`src/rtl/memctrl_pkg.sv`:
```
// Shared encodings for the memory access controller: access sizes, FSM states
// and the latched request record.
package memctrl_pkg;
   localparam int WORD_BYTES = 4;

   localparam logic [1:0] SZ_BYTE = 2'b00;
   localparam logic [1:0] SZ_HALF = 2'b01;
   localparam logic [1:0] SZ_WORD = 2'b10;
   localparam logic [1:0] SZ_RSVD = 2'b11;

   typedef enum logic [1:0] {
      IDLE      = 2'd0,
      RMW_WRITE = 2'd1,
      RESP      = 2'd2
   } state_t;

   typedef struct packed {
      logic [1:0]  size;
      logic [31:0] adr;
      logic [31:0] wdata;
   } lat_t;
endpackage

```
`src/rtl/memctrl_lanealign.sv`:
```
// Big-endian lane steering: sub-word load extraction/extension and
// sub-word store merge into an existing memory word.
module lanealign
   import memctrl_pkg::*;
#(
   parameter int WIDTH = 32
) (
   input  logic [WIDTH-1:0] ld_word,
   input  logic [1:0]       ld_off,
   input  logic [1:0]       ld_size,
   input  logic             ld_sext,
   output logic [WIDTH-1:0] ld_result,
   input  logic [WIDTH-1:0] st_word,
   input  logic [1:0]       st_off,
   input  logic [1:0]       st_size,
   input  logic [WIDTH-1:0] st_data,
   output logic [WIDTH-1:0] st_merged
);
   // Lane 3 holds bits [31:24], so byte offset N lives in lane ~N.
   logic [WORD_BYTES-1:0][7:0] ld_lanes, st_lanes;
   logic [1:0][15:0]           ld_halves, st_halves;
   logic [7:0]                 ld_byte;
   logic [15:0]                ld_half;

   always_comb begin
      ld_lanes  = ld_word;
      ld_halves = ld_word;
      ld_byte   = ld_lanes[~ld_off];
      ld_half   = ld_halves[~ld_off[1]];
      case (ld_size)
         SZ_BYTE: ld_result = {{(WIDTH-8){ld_sext & ld_byte[7]}}, ld_byte};
         SZ_HALF: ld_result = {{(WIDTH-16){ld_sext & ld_half[15]}}, ld_half};
         default: ld_result = ld_word;
      endcase
   end

   always_comb begin
      st_lanes  = st_word;
      st_halves = st_word;
      st_lanes[~st_off]      = st_data[7:0];
      st_halves[~st_off[1]]  = st_data[15:0];
      case (st_size)
         SZ_BYTE: st_merged = st_lanes;
         SZ_HALF: st_merged = st_halves;
         default: st_merged = st_data;
      endcase
   end
endmodule

```
`src/rtl/memctrl.sv`:
```
// One-at-a-time load/store controller; sub-word stores are done as
// read-modify-write on the 32-bit memory word.
module memctrl
   import memctrl_pkg::*;
#(
   parameter int WIDTH = 32
) (
   input  logic             clk,
   input  logic             reset,
   input  logic             req,
   input  logic             we,
   input  logic [1:0]       size,
   input  logic             sext,
   input  logic [WIDTH-1:0] adr,
   input  logic [WIDTH-1:0] wdata,
   output logic [WIDTH-1:0] rdata,
   output logic             ready,
   output logic             err,
   output logic             memwrite,
   output logic [WIDTH-1:0] madr,
   output logic [WIDTH-1:0] mwritedata,
   input  logic [WIDTH-1:0] memdata
);
   state_t           state, next;
   lat_t             lat;
   logic [WIDTH-1:0] merge_q, rdata_q, ld_result, st_merged;
   logic             err_q, bad, sub_store;

   assign bad = (size == SZ_RSVD) ||
                (size == SZ_HALF && adr[0]) ||
                (size == SZ_WORD && adr[1:0] != 2'b00);
   assign sub_store = we && (size == SZ_BYTE || size == SZ_HALF);

   lanealign #(.WIDTH(WIDTH)) u_lane (
      .ld_word   (memdata),
      .ld_off    (adr[1:0]),
      .ld_size   (size),
      .ld_sext   (sext),
      .ld_result (ld_result),
      .st_word   (merge_q),
      .st_off    (lat.adr[1:0]),
      .st_size   (lat.size),
      .st_data   (lat.wdata),
      .st_merged (st_merged)
   );

   always_ff @(posedge clk) begin
      if (reset) state <= IDLE;
      else       state <= next;
   end

   always_comb begin
      next = state;
      case (state)
         IDLE: begin
            if (req) next = (!bad && sub_store) ? RMW_WRITE : RESP;
         end
         RMW_WRITE: next = RESP;
         RESP:      next = IDLE;
         default:   next = IDLE;
      endcase
   end

   // Reset suppresses strobes so an interrupted transaction leaves no trace.
   always_comb begin
      ready      = 1'b0;
      memwrite   = 1'b0;
      madr       = {lat.adr[WIDTH-1:2], 2'b00};
      mwritedata = wdata;
      case (state)
         IDLE: begin
            madr     = {adr[WIDTH-1:2], 2'b00};
            memwrite = !reset && req && we && !bad && size == SZ_WORD;
         end
         RMW_WRITE: begin
            memwrite   = !reset;
            mwritedata = st_merged;
         end
         RESP:    ready = !reset;
         default: ;
      endcase
   end

   always_ff @(posedge clk) begin
      if (reset) begin
         lat     <= '0;
         merge_q <= '0;
         rdata_q <= '0;
         err_q   <= 1'b0;
      end else if (state == IDLE && req) begin
         lat <= '{size: size, adr: adr, wdata: wdata};
         if (bad) begin
            err_q   <= 1'b1;
            rdata_q <= '0;
         end else begin
            err_q <= 1'b0;
            if (!we)      rdata_q <= ld_result;
            if (sub_store) merge_q <= memdata;
         end
      end
   end

   assign rdata = rdata_q;
   assign err   = err_q;
endmodule

```
`config.mk`:
```
export PLATFORM = sky130hd
export DESIGN_NAME = memctrl
export DESIGN_NICKNAME = d
export VERILOG_FILES = /design/src/rtl/memctrl_pkg.sv /design/src/rtl/memctrl_lanealign.sv /design/src/rtl/memctrl.sv
export SDC_FILE = /design/constraint.sdc
export NUM_CORES = 1
export LEC_CHECK = 0
export CAP_MARGIN = 20
export CORE_ASPECT_RATIO = 1.75
export CORE_MARGIN = 3
export CORE_UTILIZATION = 48
export DETAILED_ROUTE_END_ITERATION = 10
export HOLD_SLACK_MARGIN = 0.1
export PLACE_DENSITY = 0.86
export REMOVE_ABC_BUFFERS = 1
export SLEW_MARGIN = 30
export SYNTH_ARGS = -nofsm -noshare
export SYNTH_HDL_FRONTEND = slang
export SYNTH_SLANG_ARGS = --single-unit
export TNS_END_PERCENT = 50
```
`constraint.sdc`:
```
create_clock -name clk -period 2.6 [get_ports clk]
set_input_delay 0.65 -clock clk [delete_from_list [all_inputs] [get_ports clk]]
set_output_delay 0.65 -clock clk [all_outputs]
set_load 0.1 [all_outputs]
```
==> results.ini <==
[critical_path]
r2r-end=merge_q[9]$_SDFFE_PP0P_
r2r_start=state[1]$_SDFFE_PP0P_
crit_path_cell_trace=buf_6 -> buf_4 -> nand2b_4 -> mux2_2 -> a222oi_1 -> a21oi_1 -> buf_12
crit_type=flip-flop to primary output
worst-r2r-cell-count=6
crit_path_max_fanout=5
critPathLaunchType=flip-flop
arrival_ns=2.34
r2r_slack_ns=0.87
cp.depth=7
critPathMaxStageDelay_ns=0.46
endpoint_kind=primary output
path_buf_inv=3
cpLargestDelayFamily=compound AO/OA/AOI/OAI gates
startpoint=lat[32]$_SDFFE_PP0P_
crit_path_end=mwritedata[21]
required_ns=1.95
critPathSlowestCell=a222oi_1

[timing]
setup_tns_ns=-4.019
layout_setup_ws_ns=-0.3926
finalHoldViolCount=0
fin_crit_sh_pct=115.1
finalMaxSlewViolations=0
post-route-min-period_ns=2.993
fmax_mhz=334.2
tightest_slew_ns=0.7030
fin_worst_skew_ns=0.01455
setup_violations=25
maxSlewHeadroom_pct=53.14
hold_slack_ns=0.4547
rsz0062_at_grt=yes

[yosys]
synth.most_common_cell=nand2_1
synth_top_area_share_pct=39.91
ys_ff_latch=133
synth_area_um2=6671
synth_edf_count=0
synth_top_cells_by_area=dfxtp_1, nand2_1, a21oi_1, mux2_2, a222oi_1
synth_common_cells=nand2_1, a21oi_1, dfxtp_1
synth_seq_area_share_pct=39.91
yosysWarningCount=0
synth_cell_types=41
async_reset_ff_share_pct=0
syn_area_per_cell_um2=7.830
synth_area_leader_cell=dfxtp_1
synth_cells=852
synth-main-ff-cell=dfxtp_1

[power]
powerDensity_nw_per_um2=638.7
leakage_nw=4.254
power.total_mw=6.734
vdd_ir_drop_max_mv=0.5969

[final_layout]
drive_gt1_share_pct=27.67
fin_nets=1167
design_area_um2=10540
final_cells=1251
syn_to_final_growth_pct=58.05
n_antenna_cell=0

[routing]
routed.top_layer=met4
routed_wl_mm=24.71
ant_nets=0
via_per_inst=6.023
remaining_drc_errors=0
num_vias=7535
wl_met1_mm=8.408
first_iter_violations=924
wl_met3_mm=2.198
wl_met2_mm=12.63
dr.pass1.iters=6
wire_per_inst_um=19.75

[die]
die_x_um=95.12
core_area_um2=13520
top_level_ports=202
start_util_pct=49.33
std_cell_rows=56
die_y_um=162.0
die_area_um2=15410

[global_routing]
grt_pass1_vias=7371
grt_max_degree=67
antenna_found_initial=0
grt_overflow=0
grt_pass1_wl_mm=37.11
grt_use_total_pct=30.37

[clock_network]
clkSinkCount=133
cts_made_buffers=17
cts_buffer_depth=2
clockRootBuffer=clkbuf_16
htreeDepth=4
cts_tree=yes
clk_pin_slew_worst_paths_ns=0.06
clk-insertion-delay-late_ns=0.43

[min_path]
min_path_cells=2
min_path_type=flip-flop to flip-flop

[place]
place_area_um2=9524
dp_hpwl_mm=15.46
numPortBuffers=199
placed_cells=1193
place.gp.congestion=0.9137

[run_status]
failed_checks=negative setup slack
status=finished, violations left

[job]
drv_cap=0

## logic make-up (layout without fill, tap and decap cells)
logic type / count (synthesis) / in the layout / share of synthesized area (%)
flops: 133 / 133 / 39.91
simple gates: 336 / 336 / 21.61
other cells: 1 / 2 / 0.05621
mux: 63 / 63 / 10.47
buf+inv: 78 / 302 / 4.839
compound gates: 241 / 241 / 23.12
## tightest hold or removal path, stage by stage, from the launching register on
cell     delay (ns)
dfxtp_1        0.31
nand2_1        0.05
a21oi_1        0.05
## repair_timing
item                                    in CTS  in global routing
setup buffers                               22                  4
gates resized for setup                     59                 32
pin swaps                                   27                 12
hold buffers                                 0                  0
endpoints found under the setup margin      33                 34
## registers in the layout, indices dropped and copies added (netlist names)
name	cells
state	2
err	1
lat	66
rdata	32
merge_q	32
## metrics by stage
stage | worst slack (ns) | utilization (%)
after floorplan | -3.296 | -
after global placement | -0.4325 | 70.28
after detailed placement | -0.4472 | 70.43
after CTS | -0.2306 | 76.76
after global routing | -0.3833 | 77.97
final | -0.3926 | 77.97
## cell usage in the layout (no fill, tap or decap), drive strengths merged, types with 3 or more instances in the layout
cell,count
nand2,237
buf,164
a21oi,141
dfxtp,133
clkdlybuf4s50,95
mux2,54
nor2,33
nand2b,29
o21ai,29
a222oi,22
clkbuf,21
a22o,16
a32o,15
nand3,9
nor3,9
mux2i,9
inv,8
a32oi,7
nor2b,6
clkinvlp,5
clkinv,4
or3,3
bufinv,3
a21o,3
nor3b,3
## per-layer routing
metal  vias to the layer above  track usage [%]
met1                      3518            33.08
met2                       476            52.82
met4                         0            16.03
met3                       132            7.646
met5                         -                0
li1                       3409                -
## layout make-up
class,instances,area [µm²]
well taps,174,217.7
inverters,6,22.52
clock inverters,14,178.9
multi-input cells,642,3866
repair buffers,264,3157
fillers,869,2979
clock buffers,18,429.2
flip-flops and latches,133,2673
## how the worst min path moves through the flow
| stage | from | to | slack (ns) |
|---|---|---|---|
| 6_report | lat[54]$_SDFFE_PP0P_ | lat[54]$_SDFFE_PP0P_ | 0.45 |
| 5_1_grt | lat[57]$_SDFFE_PP0P_ | lat[57]$_SDFFE_PP0P_ | 0.47 |
| 4_1_cts | lat[54]$_SDFFE_PP0P_ | lat[54]$_SDFFE_PP0P_ | 0.46 |
| 3_5_place_dp | lat[54]$_SDFFE_PP0P_ | lat[54]$_SDFFE_PP0P_ | 0.45 |
| 3_3_place_gp | lat[57]$_SDFFE_PP0P_ | lat[57]$_SDFFE_PP0P_ | 0.44 |
| 2_1_floorplan | lat[34]$_SDFFE_PP0P_ | lat[34]$_SDFFE_PP0P_ | 0.43 |
## report_power, final
| part | internal, mW | total, mW | switching [mW] |
|---|---|---|---|
| registers | 2.13 | 2.21 | 0.0770 |
| clock network | 1.52 | 2.50 | 0.977 |
| logic | 0.765 | 2.03 | 1.26 |
| total | 4.42 | 6.73 | 2.32 |
Power figures use the tool's default switching activity.
